==> config.mk <==
export PLATFORM = sky130hd
export DESIGN_NAME = mux_16x1_tdm_scanner
export DESIGN_NICKNAME = d
export VERILOG_FILES = /design/src/rtl/mux_16x1_tdm_scanner.sv
export SDC_FILE = /design/constraint.sdc
export NUM_CORES = 1
export LEC_CHECK = 0
export CAP_MARGIN = 20
export CORE_MARGIN = 2
export CORE_UTILIZATION = 60
export DETAILED_ROUTE_END_ITERATION = 8
export DONT_BUFFER_PORTS = 1
export GPL_TIMING_DRIVEN = 0
export PLACE_DENSITY_LB_ADDON = 0.2
export SKIP_LAST_GASP = 1
export SLEW_MARGIN = 20
export SYNTH_ARGS = -nofsm -noshare
export SYNTH_HDL_FRONTEND = slang
export SYNTH_SLANG_ARGS = --single-unit
==> constraint.sdc <==
create_clock -name clk -period 2.3 [get_ports clk]
set_input_delay 0.23 -clock clk [delete_from_list [all_inputs] [get_ports clk]]
set_output_delay 0.23 -clock clk [all_outputs]
set_load 0.01 [all_outputs]
==> src/rtl/mux_16x1_tdm_scanner.sv <==
// Captures a 16-bit word on start and time-division-multiplexes it onto y,
// presenting each channel for HOLD cycles with its 4-bit select alongside.
module mux_16x1_tdm_scanner #(
    parameter int unsigned HOLD = 1
) (
    input  logic        clk,
    input  logic        rst,
    input  logic [15:0] d,
    input  logic        start,
    output logic        y,
    output logic        s3,
    output logic        s2,
    output logic        s1,
    output logic        s0,
    output logic        frame,
    output logic        busy,
    output logic        done
);

    localparam int unsigned NCH = 16;
    localparam int unsigned CW  = 4;
    localparam logic [CW-1:0] HOLD_LAST = CW'(HOLD - 1);
    localparam logic [CW-1:0] CH_LAST   = CW'(NCH - 1);

    typedef enum logic [1:0] {
        ST_IDLE = 2'd0,
        ST_SCAN = 2'd1,
        ST_DONE = 2'd2
    } state_t;

    state_t           state, state_nxt;
    logic [NCH-1:0]   shadow, shadow_nxt;
    logic [CW-1:0]    ch, ch_nxt;
    logic [CW-1:0]    hcnt, hcnt_nxt;

    logic [CW-1:0]    sel, sel_nxt;
    logic             y_nxt;
    logic             frame_nxt;
    logic             busy_nxt;
    logic             done_nxt;

    // State, datapath and output registers; reset overrides everything.
    always_ff @(posedge clk) begin
        if (rst) begin
            state  <= ST_IDLE;
            shadow <= '0;
            ch     <= '0;
            hcnt   <= '0;
            sel    <= '0;
            y      <= 1'b0;
            frame  <= 1'b0;
            busy   <= 1'b0;
            done   <= 1'b0;
        end else begin
            state  <= state_nxt;
            shadow <= shadow_nxt;
            ch     <= ch_nxt;
            hcnt   <= hcnt_nxt;
            sel    <= sel_nxt;
            y      <= y_nxt;
            frame  <= frame_nxt;
            busy   <= busy_nxt;
            done   <= done_nxt;
        end
    end

    // Next-state logic; outputs are a registered view of the current state.
    always_comb begin
        state_nxt  = state;
        shadow_nxt = shadow;
        ch_nxt     = ch;
        hcnt_nxt   = hcnt;
        sel_nxt    = '0;
        y_nxt      = 1'b0;
        frame_nxt  = 1'b0;
        busy_nxt   = 1'b0;
        done_nxt   = 1'b0;

        case (state)
            ST_IDLE, ST_DONE: begin
                done_nxt = (state == ST_DONE);
                if (start) begin
                    shadow_nxt = d;
                    ch_nxt     = '0;
                    hcnt_nxt   = '0;
                    state_nxt  = ST_SCAN;
                end else begin
                    state_nxt  = ST_IDLE;
                end
            end
            ST_SCAN: begin
                busy_nxt  = 1'b1;
                sel_nxt   = ch;
                y_nxt     = shadow[ch];
                frame_nxt = (ch == '0);
                if (hcnt == HOLD_LAST) begin
                    hcnt_nxt = '0;
                    // Channel 15 ends the frame without wrapping ch.
                    if (ch == CH_LAST) begin
                        state_nxt = ST_DONE;
                    end else begin
                        ch_nxt = ch + CW'(1);
                    end
                end else begin
                    hcnt_nxt = hcnt + CW'(1);
                end
            end
            default: begin
                state_nxt = ST_IDLE;
            end
        endcase
    end

    assign s3 = sel[3];
    assign s2 = sel[2];
    assign s1 = sel[1];
    assign s0 = sel[0];

endmodule
## Yosys cells after proc, flatten, opt, wreduce, memory -nomap -nowiden

Index checks and enable logic that the tools add are counted.

| storage, ports and cells | value |
|---|---|
| bits in registers | 34 |
| bits in latches | 0 |
| bits in writable memories | 0 |
| memory bits (read-only) | 0 |
| output and inout bits | 8 |
| memories | 0 |

| operators by class | value |
|---|---|
| $add $sub $neg | 2 |
| multiply operators | 0 |
| divide/modulo/power cells | 0 |
| order comparisons | 1 |
| equality and inequality tests | 7 |
| shifts and indexed selects | 0 |
| mux-type cells | 13 |
| bitwise operators | 2 |
| reduce and logical (&&, ||, !) cells | 11 |

Operator list:

| kind | number |
|---|---|
| 4-bit two-way mux | 4 |
| 4-bit one-hot mux with 2 select lines | 2 |
| 4-bit by 1-bit adder with 4-bit output (second input constant) | 2 |
| 4-bit logical NOT | 2 |
| 2-bit != test (second input constant) | 4 |
| 2-bit AND reduction | 3 |
| 2-bit OR reduction | 3 |
| 4-bit by 5-bit less-than comparator with 1-bit output (second input constant) | 1 |
| 1-bit binary-select mux with 4-bit select | 1 |
| 4-bit == test (second input constant) | 1 |
| 2-bit two-way mux | 2 |
| 2-bit one-hot mux with 2 select lines | 1 |
| 4-bit AND reduction | 1 |
| 1-bit two-way mux | 3 |
| 2-bit by 1-bit == test with 1-bit output (second input constant) | 1 |
| 2-bit == test (second input constant) | 1 |
| 2-bit logical NOT | 1 |
| 1-bit inverter | 2 |
| 2-bit nonzero test | 1 |

## Logic depth before layout (Yosys ltp)

Gate-level depths: netlist of the first run.

| depth | value |
|---|---|
| word-level depth | 4 |
| gate-level depth with buffers | 6 |

## Worst setup path after synthesis of the first run

No wires, ideal clock.

| timing | value |
|---|---|
| kind | reg2reg |
| start point | register hcnt[0] |
| end point | register state[0] |
| library setup time | 0.128 ns |
| data arrival time | 1.321 ns |
| required time | 2.172 ns |
| path slack | 0.851 ns |
| stages on the path, launching flop included | 7 |
| buffers on the path | 0 |
| period minus slack after synthesis | 1.449 ns |
| cell sequence | dfxtp_1 -> inv_1 -> ha_1 -> or3b_4 -> or2_4 -> a21oi_2 -> nor2_1 |

| on the way | value |
|---|---|
| word-level cells in the longest chain between the ends | 3 |

RTL lines:

| element | line | source |
|---|---|---|
| start, declared | 34 | `logic [CW-1:0] hcnt, hcnt_nxt;` |
| start signal, assigned | 58 | `hcnt <= hcnt_nxt;` |
| 4-bit logical NOT | 96 | `if (hcnt == HOLD_LAST) begin` |
| 2-bit != test (no source line) | - |  |
| 2-bit AND reduction (no source line) | - |  |
| end signal, assigned | 55 | `state <= state_nxt;` |
| end, declared | 31 | `state_t state, state_nxt;` |

No other way between the ends.
A chain may end at the register's enable or synchronous reset.

## Worst setup path in the final report of the first run

Same ends and word-level chain as after synthesis.

==> flow_metrics.py, run 1 <==
metrics = {
    "status": {
        "outcome": "finished, final reports clean",
    },
    "final_layout": {
        "area_of_the_multi_input_gates_um2": 687,
        "final-seq-area_um2": 681,
        "flow.area_growth_from_synthesis_pct": 7.51,
        "final.fill_count": 197,
        "num_antenna_cells": 0,
        "drive_above_1_share_pct": 12.4,
        "finish.net_count": 199,
        "final_cell_mix": "nand2_1 (34), dfxtp_1 (34), a21oi_1 (20), nor2_1 (13)",
    },
    "floorplan": {
        "design.portCount": 27,
        "fp.coreArea_mm2": 0.00225,
        "design.die.area_mm2": 0.00283,
        "die_height_um": 53.2,
        "row_count": 17,
        "floorplan.initialDensity_pct": 64.3,
        "die_span_x_um": 53.2,
    },
    "sta": {
        "setup_repair_after_global_routing_missed_its_margin": "false",
        "holdWs_ns": 0.0248,
        "fmax_ghz": 0.654,
        "hold_viol": 0,
        "setup_viol": 0,
        "drv_slew": 0,
        "maxSlewHeadroom_pct": 68.5,
        "final.min_clock_period_ns": 1.53,
        "sum_of_negative_setup_slack_ns": 0,
        "min_period_over_period_pct": 66.5,
        "max_slew.worst_pin.slew_ns": 0.472,
        "finalClockSkew_ns": 0.0166,
    },
    "pwr": {
        "pwr-share-clk_pct": 31.9,
        "max-vdd-ir-drop_v": 0.000653,
        "internal_power_component_mw": 0.801,
        "switching_power_mw": 0.274,
        "p_sw_share_pct": 25.5,
        "leakagePower_nw": 0.591,
        "comb_power_share_pct": 9.9,
        "power_density_mw_per_mm2": 690,
        "power.share.sequential_pct": 58.2,
    },
    "clock_tree": {
        "cts_tree": "yes",
        "root_buffer": "clkbuf_4",
        "clk_latency_ns": 0.34,
        "path_clk_slew_ns": 0.11,
        "cts_buffers": 5,
        "ctsLongestPathBuffers": 2,
        "cts_sinks": 34,
        "ctsResizeCount": 0,
        "ctsHtreeMaxLevel": 2,
    },
    "critical_path": {
        "setup.worst_path.start_class": "flop",
        "worst_r2r_startpoint": "hcnt[0]$_SDFFE_PP0P_",
        "critPathMaxStageDelay_ns": 0.41,
        "timing.critical_path.buf_inv": 1,
        "crit_path_cell_trace": "inv_1, ha_1, or3b_4, or2_4, a21oi_2, nor2_1",
        "required_ns": 2.53,
        "cp.arrival_ns": 1.76,
        "timing.critical_path.max_delay_family": "simple AND/OR/NAND/NOR gates",
        "end_kind": "flop",
        "critical_path_fanout_max": 5,
        "rr_worst_depth": 6,
        "critical_path_cell_count": 6,
        "critPathSlowestCell": "or3b_4",
        "regToRegSetupSlack_ns": 0.77,
        "crit-reg2reg-capture": "state[0]$_SDFFE_PP0P_",
        "crit_type": "reg2reg",
    },
    "logic_synthesis": {
        "synth_enable_flop_cells": 0,
        "syn-cell-area_mm2": 0.00145,
        "mapped_nets": 191,
        "post_synthesis_async_set_or_reset_flop_share_pct": 0,
        "yosysWarningCount": 0,
        "yosys_register_bits": 34,
        "syn_area_per_cell_um2": 8.63,
        "synth.lib_cells_used.distinct": 35,
        "syn-instance-count": 168,
        "synth_flop_cell": "dfxtp_1",
        "ys_seq_area_share_pct": 46.9,
    },
    "route": {
        "vias": 1166,
        "drt_pass1_iterations": 4,
        "remaining_drc_errors": 0,
        "first_iter_violations": 23,
        "detail_route.wl_per_cell_um": 13.6,
        "via_per_inst": 5.69,
        "antenna_left": 0,
        "total_routed_length_um": 2790,
    },
    "global_routing": {
        "grt_max_degree": 12,
        "first_global_vias": 1038,
        "track_usage_pct": 24.2,
        "globalRoute.totalOverflow": 0,
        "grt_first_pass_wirelength_um": 4680,
        "number_of_antenna_violations_at_the_first_check_in_global_routing": 0,
    },
    "worst_hold_path": {
        "hold_path.startpoint": "d[10]",
        "hold_path.class": "in2reg",
        "whs_path_depth": 2,
        "terminating_pin_of_the_worst_hold_path": "shadow[10]$_SDFFE_PP0P_",
    },
    "placed_design": {
        "gp_congestion": 0.807,
        "hpwl_um": 2060,
        "port_bufs": 0,
    },
    "run": {
        "max-cap-violations": 0,
    },
}
[worst reg2reg max path, delay by kind of cell, from the launching register on]
| kind | cells | cell delay (ns) |
|---|---|---|
| AND/OR/NAND/NOR | 3 | 0.72 |
| flip-flops | 1 | 0.35 |
| adder cells (fa/ha/maj) | 1 | 0.17 |
| AO/OA/AOI/OAI | 1 | 0.13 |
| buffers and inverters | 1 | 0.07 |
[how the worst max path moves through the flow]
stage,startpoint,slack (ns),endpoint
after floorplan,hcnt[0]$_SDFFE_PP0P_,0.85,state[0]$_SDFFE_PP0P_
after global placement,hcnt[0]$_SDFFE_PP0P_,0.79,state[0]$_SDFFE_PP0P_
after detailed placement,hcnt[0]$_SDFFE_PP0P_,0.77,state[0]$_SDFFE_PP0P_
after CTS,hcnt[0]$_SDFFE_PP0P_,0.76,state[0]$_SDFFE_PP0P_
after global routing,hcnt[0]$_SDFFE_PP0P_,0.60,ch[3]$_SDFFE_PP0P_
final,hcnt[0]$_SDFFE_PP0P_,0.77,state[0]$_SDFFE_PP0P_
[cell type report]
cell class | instances | share of cell area [%]
sequential | 34 | 43.7
timing repair buffer | 1 | 0.642
clock buffer | 6 | 3.29
multi-input combinational | 117 | 44.1
buffer | 12 | 4.09
tap | 28 | 2.25
inverter | 5 | 1.20
clock inverter | 2 | 0.803
[state kept, by name (all words and copies together), names as in the netlist]
| name | count |
|---|---|
| hcnt | 4 |
| shadow | 16 |
| busy | 1 |
| state | 2 |
| sel | 4 |
| done | 1 |
| frame | 1 |
| y | 1 |
| ch | 4 |
[synthesized netlist by cell type, drive strengths merged (3+ instances only)]
master  instances  area share [%]
a21oi          21             7.5
nand2          34             8.8
nor2           13             3.4
nor2b           3             1.3
nor3            5             1.7
clkbuf          4             1.1
ha              4             3.5
dfxtp          34              47
o21ai           3             1.0
mux2i           6             4.1
nand3           6             2.1
buf             8             3.3
inv             5             1.3
[kinds of logic (layout without fill, tap and decap cells)]
kind of cell | Yosys count | after routing | synth area share (%)
muxes | 9 | 9 | 8.02
and+or+nand+nor | 74 | 74 | 24.0
DFF | 34 | 34 | 46.9
adders and majority gates | 4 | 4 | 3.45
AOI/OAI and AO/OA | 30 | 30 | 11.9
buffers and inverters | 17 | 26 | 5.69
[power groups by stage]
stage          Clock (mW)  Combinational [mW]  Sequential, mW
2_1_floorplan           0              0.0841           0.636
3_3_place_gp            0               0.101           0.638
3_5_place_dp            0               0.104           0.640
4_1_cts             0.352               0.106           0.626
5_1_grt             0.380               0.120           0.629
6_report            0.343               0.107           0.626
[through the flow]
stage               setup WS (ns)  cells  instance area [um^2]  utilization, %  power (mW)
CTS                         0.760    205                  1560            69.1        1.08
finish                      0.771    205                  1560            69.1        1.08
global placement            0.793    196                  1490            65.9       0.738
floorplan                   0.851    168                  1450               -       0.720
detailed placement          0.774    196                  1490            65.9       0.744
global route                0.601    205                  1560            69.1        1.13
[repair_timing]
item	4_1_cts	5_1_grt
buffers inserted	0	0
hold buffers	1	0
hold endpoints to repair	2	0
[routing by layer]
metal / wire length [um] / up-vias / GRT usage [%]
met5: 0 / - / 0
met2: 1330 / 38 / 39.6
met4: 43 / 0 / 11.5
met3: 175 / 6 / 8.76
met1: 1240 / 536 / 27.9
li1: - / 586 / -
No activity file was read; power rests on OpenSTA's default activity.
==> run 2, diff against run 1 <==
clock period = 1.57 ns   (was 2.3 ns; I/O delays follow)
==> run 2 against run 1 <==
Net effect:
- sequential power is 46% higher
- via count up 6.0%
- cell area up 11%
- die area did not move
- flip-flop and latch count did not move
- clock power rose by 50%
- first-iteration DRC count up 26%
- clock-buffer cell count is the same
- global-route usage is 2.4 points higher
- critical path type unchanged
- largest cell class unchanged
- largest power group unchanged
- highest routed layer unchanged
==> flow_metrics.py, run 2 (synthesized netlist as in run 1, its figures left out) <==
metrics = {
    "status": {
        "outcome": "finished, final reports clean",
    },
    "placed_design": {
        "hpwl_um": 2060,
        "gp_congestion": 0.807,
        "place_ws_ns": 0.0440,
        "port_bufs": 0,
        "detailed_place.area_mm2": 0.00149,
    },
    "sta": {
        "hold_viol": 0,
        "min_period_over_period_pct": 95.1,
        "holdWs_ns": 0.196,
        "finalClockSkew_ns": 0.0155,
        "setup_repair_after_global_routing_missed_its_margin": "false",
        "maxSlewHeadroom_pct": 68.4,
        "drv_slew": 0,
        "setup_viol": 0,
        "setup_ws_ns": 0.0765,
        "sum_of_negative_setup_slack_ns": 0,
        "final.min_clock_period_ns": 1.49,
        "fmax_ghz": 0.670,
        "max_slew.worst_pin.slew_ns": 0.473,
    },
    "clock_tree": {
        "root_buffer": "clkbuf_4",
        "ctsLongestPathBuffers": 2,
        "clk_latency_ns": 0.35,
        "ctsHtreeMaxLevel": 2,
        "path_clk_slew_ns": 0.11,
        "cts_sinks": 34,
        "cts_buffers": 5,
        "cts_tree": "yes",
    },
    "route": {
        "first_iter_violations": 29,
        "via_per_inst": 5.57,
        "detail_route.wl_per_cell_um": 14.4,
        "drt_pass1_iterations": 4,
        "antenna_left": 0,
        "vias": 1236,
        "remaining_drc_errors": 0,
        "total_routed_length_um": 3190,
    },
    "global_routing": {
        "track_usage_pct": 26.6,
        "number_of_antenna_violations_at_the_first_check_in_global_routing": 0,
        "globalRoute.totalOverflow": 0,
        "grt_max_degree": 12,
        "grt_first_pass_wirelength_um": 5160,
        "first_global_vias": 1154,
    },
    "floorplan": {
        "row_count": 17,
        "design.die.area_mm2": 0.00283,
        "die_span_x_um": 53.2,
        "design.portCount": 27,
        "fp.coreArea_mm2": 0.00225,
        "die_height_um": 53.2,
        "floorplan.initialDensity_pct": 64.3,
    },
    "final_layout": {
        "top_register": "shadow",
        "finish.net_count": 216,
        "final_cell_mix": "nand2_1 (34), dfxtp_1 (32), a21oi_1 (20), dlygate4sd3_1 (17), nor2_1 (13)",
        "drive_above_1_share_pct": 14.4,
        "largest_register_ff_count": 16,
        "num_antenna_cells": 0,
        "final.fill_count": 172,
        "fin_util_pct": 77.0,
        "final_common_cell": "nand2_1",
        "flow.area_growth_from_synthesis_pct": 19.8,
        "final_design_area_no_fill_mm2": 0.00174,
    },
    "critical_path": {
        "worst_r2r_startpoint": "hcnt[0]$_SDFFE_PP0P_",
        "critPathMaxStageDelay_ns": 0.41,
        "crit_type": "reg2reg",
        "cp.arrival_ns": 1.73,
        "end_kind": "flop",
        "required_ns": 1.81,
        "crit_path_cell_trace": "inv_1, ha_2, or3b_4, or2_4, a21oi_2, nor2_1",
        "critical_path_fanout_max": 4,
        "critPathSlowestCell": "or3b_4",
        "crit_start": "hcnt[0]$_SDFFE_PP0P_",
        "setup.worst_path.start_class": "flop",
    },
    "worst_hold_path": {
        "hold_path.class": "in2reg",
        "hold_path.startpoint": "start",
    },
    "pwr": {
        "leakagePower_nw": 0.665,
        "max-vdd-ir-drop_v": 0.000904,
        "power_density_mw_per_mm2": 936,
    },
    "run": {
        "max-cap-violations": 0,
    },
}
run 2: changes by cell type in the layout (fill, tap and decap cells not counted), sizes merged:
cell         previous run  this run
dlygate4sd3             1        17
buf                     8         9
run 2: area by class of cell:
class	count	area [um^2]	area share, %
repair buffers	18	178	10.2
flip-flops and latches	34	683	39.3
well taps	28	35.0	2.02
clock buffers	6	51.3	2.95
multi-input cells	117	694	40.0
inverters	5	18.8	1.08
clock inverters	2	12.5	0.720
plain buffers	12	63.8	3.67
run 2: per-layer routing:
| metal | up-vias | part of all wire (%) | GRT usage (%) |
|---|---|---|---|
| met4 | 0 | 1.3 | 11.5 |
| met3 | 6 | 5.7 | 7.91 |
| met5 | - | 0 | 0 |
| met2 | 40 | 51 | 46.9 |
| li1 | 619 | - | - |
| met1 | 571 | 42 | 29.3 |
run 2: path summary, 6_finish.rpt:
path                       endpoint  slack (ns)  depth (start not counted)
max           state[0]$_SDFFE_PP0P_        0.08                          6
min reg2reg  shadow[4]$_SDFFE_PP0P_        0.47                          2
min          shadow[4]$_SDFFE_PP0P_        0.20                          4
max reg2reg   state[0]$_SDFFE_PP0P_        0.08                          6
run 2: where the power goes:
group          leakage, nW  switching (mW)  internal [mW]  total, mW
sequential           0.278          0.0204          0.897      0.917
clock               0.0343           0.301          0.215      0.516
combinational        0.352           0.105         0.0878      0.192
total                0.665           0.426           1.20       1.63
run 2: worst max-delay path, delay by kind of cell, from the launching register on:
family	cells	cell delay, ns
compound gates	1	0.13
flops	1	0.34
fa+ha+maj	1	0.18
buf+inv	1	0.05
simple gates	3	0.70
run 2: metrics by stage:
step / instances / power (mW)
after floorplan: 168 / 1.05
after global placement: 196 / 1.08
after detailed placement: 196 / 1.09
after CTS: 221 / 1.62
after global routing: 222 / 1.69
final: 222 / 1.63
run 2: repair_timing:
item                       in CTS  in global routing
hold buffers                   17                  0
hold endpoints to repair       18                  0
buffers inserted                0                  1
resized for setup               0                  5
setup endpoints to repair       0                  5
==> run 3, diff against run 2 <==
PLACE_DENSITY = 0.73   (was unset)
PLACE_DENSITY_LB_ADDON = unset   (was 0.2)
==> run 3 against run 2 <==
Net effect:
- combinational power increased by 2%
- non-clock buffer count increased by 1
- critical endpoint unchanged
- routed wire length increased by 1.7%
- largest cell class unchanged
==> flow_metrics.py, run 3 (synthesized netlist as in run 1, its figures left out) <==
metrics = {
    "status": {
        "outcome": "finished, final reports clean",
    },
    "final_layout": {
        "drive_above_1_share_pct": 13.8,
        "finish.net_count": 217,
        "flow.area_growth_from_synthesis_pct": 20.2,
        "fin_util_pct": 77.3,
        "final_cell_mix": "nand2_1 (34), dfxtp_1 (32), a21oi_1 (20), dlygate4sd3_1 (17), nor2_1 (13)",
        "num_antenna_cells": 0,
        "top_register": "shadow",
        "final_common_cell": "nand2_1",
        "largest_register_ff_count": 16,
    },
    "pwr": {
        "switching_power_mw": 0.415,
        "comb_power_share_pct": 12.1,
        "internal_power_component_mw": 1.20,
        "max-vdd-ir-drop_v": 0.000698,
        "power.share.sequential_pct": 56.6,
        "p_sw_share_pct": 25.7,
        "pwr-share-clk_pct": 31.2,
        "power_density_mw_per_mm2": 927,
        "leakagePower_nw": 0.671,
    },
    "sta": {
        "fmax_ghz": 0.665,
        "drv_slew": 0,
        "maxSlewHeadroom_pct": 68.9,
        "hold_viol": 0,
        "finalClockSkew_ns": 0.00483,
        "setup_repair_after_global_routing_missed_its_margin": "false",
        "setup_viol": 0,
        "max_slew.worst_pin.slew_ns": 0.467,
        "holdWs_ns": 0.196,
        "final.min_clock_period_ns": 1.50,
        "sum_of_negative_setup_slack_ns": 0,
        "min_period_over_period_pct": 95.8,
    },
    "critical_path": {
        "critical_path_fanout_max": 4,
        "crit_path_cell_trace": "inv_1, ha_2, or3b_4, or2_4, a21oi_2, nor2_1",
        "rr_worst_depth": 6,
        "required_ns": 1.79,
        "cp.arrival_ns": 1.72,
        "setup.worst_path.start_class": "flop",
        "crit_type": "reg2reg",
        "critPathMaxStageDelay_ns": 0.40,
        "timing.critical_path.buf_inv": 1,
        "critical_path_cell_count": 6,
        "critPathSlowestCell": "or3b_4",
        "timing.critical_path.max_delay_family": "simple AND/OR/NAND/NOR gates",
        "end_kind": "flop",
    },
    "clock_tree": {
        "ctsHtreeMaxLevel": 2,
        "clk_latency_ns": 0.34,
        "path_clk_slew_ns": 0.10,
        "cts_buffers": 5,
        "cts_tree": "yes",
        "ctsLongestPathBuffers": 2,
        "cts_sinks": 34,
        "root_buffer": "clkbuf_4",
    },
    "route": {
        "first_iter_violations": 42,
        "drt_pass1_iterations": 4,
        "vias": 1287,
        "detail_route.wl_per_cell_um": 14.5,
        "via_per_inst": 5.77,
        "total_routed_length_um": 3240,
        "remaining_drc_errors": 0,
        "antenna_left": 0,
    },
    "worst_hold_path": {
        "hold_path.class": "in2reg",
        "whs_path_depth": 4,
    },
    "placed_design": {
        "hpwl_um": 2030,
        "port_bufs": 0,
        "gp_congestion": 0.808,
    },
    "floorplan": {
        "die_span_x_um": 53.2,
        "design.portCount": 27,
        "die_height_um": 53.2,
        "floorplan.initialDensity_pct": 64.3,
        "design.die.area_mm2": 0.00283,
        "row_count": 17,
        "fp.coreArea_mm2": 0.00225,
    },
    "global_routing": {
        "number_of_antenna_violations_at_the_first_check_in_global_routing": 0,
        "first_global_vias": 1232,
        "grt_max_degree": 11,
        "track_usage_pct": 28.3,
        "globalRoute.totalOverflow": 0,
        "grt_first_pass_wirelength_um": 5490,
    },
    "run": {
        "max-cap-violations": 0,
    },
}
==> run 3: path summary, 6_finish.rpt <==
path	startpoint	end	slack [ns]
hold / removal	start	shadow[4]$_SDFFE_PP0P_	0.20
hold reg to reg	shadow[4]$_SDFFE_PP0P_	shadow[4]$_SDFFE_PP0P_	0.47
setup / recovery	hcnt[0]$_SDFFE_PP0P_	state[0]$_SDFFE_PP0P_	0.07
setup reg to reg	hcnt[0]$_SDFFE_PP0P_	state[0]$_SDFFE_PP0P_	0.07
==> run 3: area by class of cell <==
cell class | count | area, um^2
Timing Repair Buffer | 19 | 185
Clock buffer | 7 | 55.1
Tap cell | 28 | 35.0
Inverter | 5 | 18.8
Buffer | 12 | 63.8
Multi-Input combinational cell | 117 | 694
Fill cell | 162 | 512
Sequential cell | 34 | 686
Clock inverter | 1 | 5.00
==> run 3: timing repair <==
| item | CTS | global route |
|---|---|---|
| hold buffers | 17 | 0 |
| setup endpoints to repair | 0 | 5 |
| setup buffers | 0 | 2 |
| hold endpoints to repair | 18 | 0 |
| gates resized for setup | 0 | 5 |
==> run 3: worst register-to-register path, delay by kind of cell, from the launching register on <==
kind,cells,cell delay (ns)
AOI/OAI and AO/OA,1,0.11
DFF,1,0.36
adders and majority gates,1,0.17
buffers and inverters,1,0.05
and+or+nand+nor,3,0.68
==> run 3: per-layer routing <==
metal	wire length (um)	part of all wire, %	global-route usage [%]	vias to the layer above
met3	177	5.5	6.50	7
met2	1630	50	47.9	45
met4	54	1.7	15.0	0
met1	1380	43	32.9	606
met5	0	0	0	-
li1	-	-	-	629
==> run 3: power by group through the flow <==
stage                     registers [mW]  clock network (mW)  logic (mW)
after global routing               0.918               0.538       0.216
final                              0.915               0.504       0.196
after global placement             0.934                   0       0.150
after floorplan                    0.932                   0       0.123
after detailed placement           0.936                   0       0.154
after CTS                          0.916               0.508       0.188
==> run 3: per-stage QoR <==
| stage | power, mW | instance area [um^2] | std cells | setup slack [ns] |
|---|---|---|---|---|
| floorplan | 1.05 | 1450 | 168 | 0.121 |
| global placement | 1.08 | 1490 | 196 | 0.0557 |
| detailed placement | 1.09 | 1490 | 196 | 0.0226 |
| CTS | 1.61 | 1720 | 221 | 0.000478 |
| global route | 1.67 | 1740 | 223 | 0.00335 |
| finish | 1.61 | 1740 | 223 | 0.0654 |
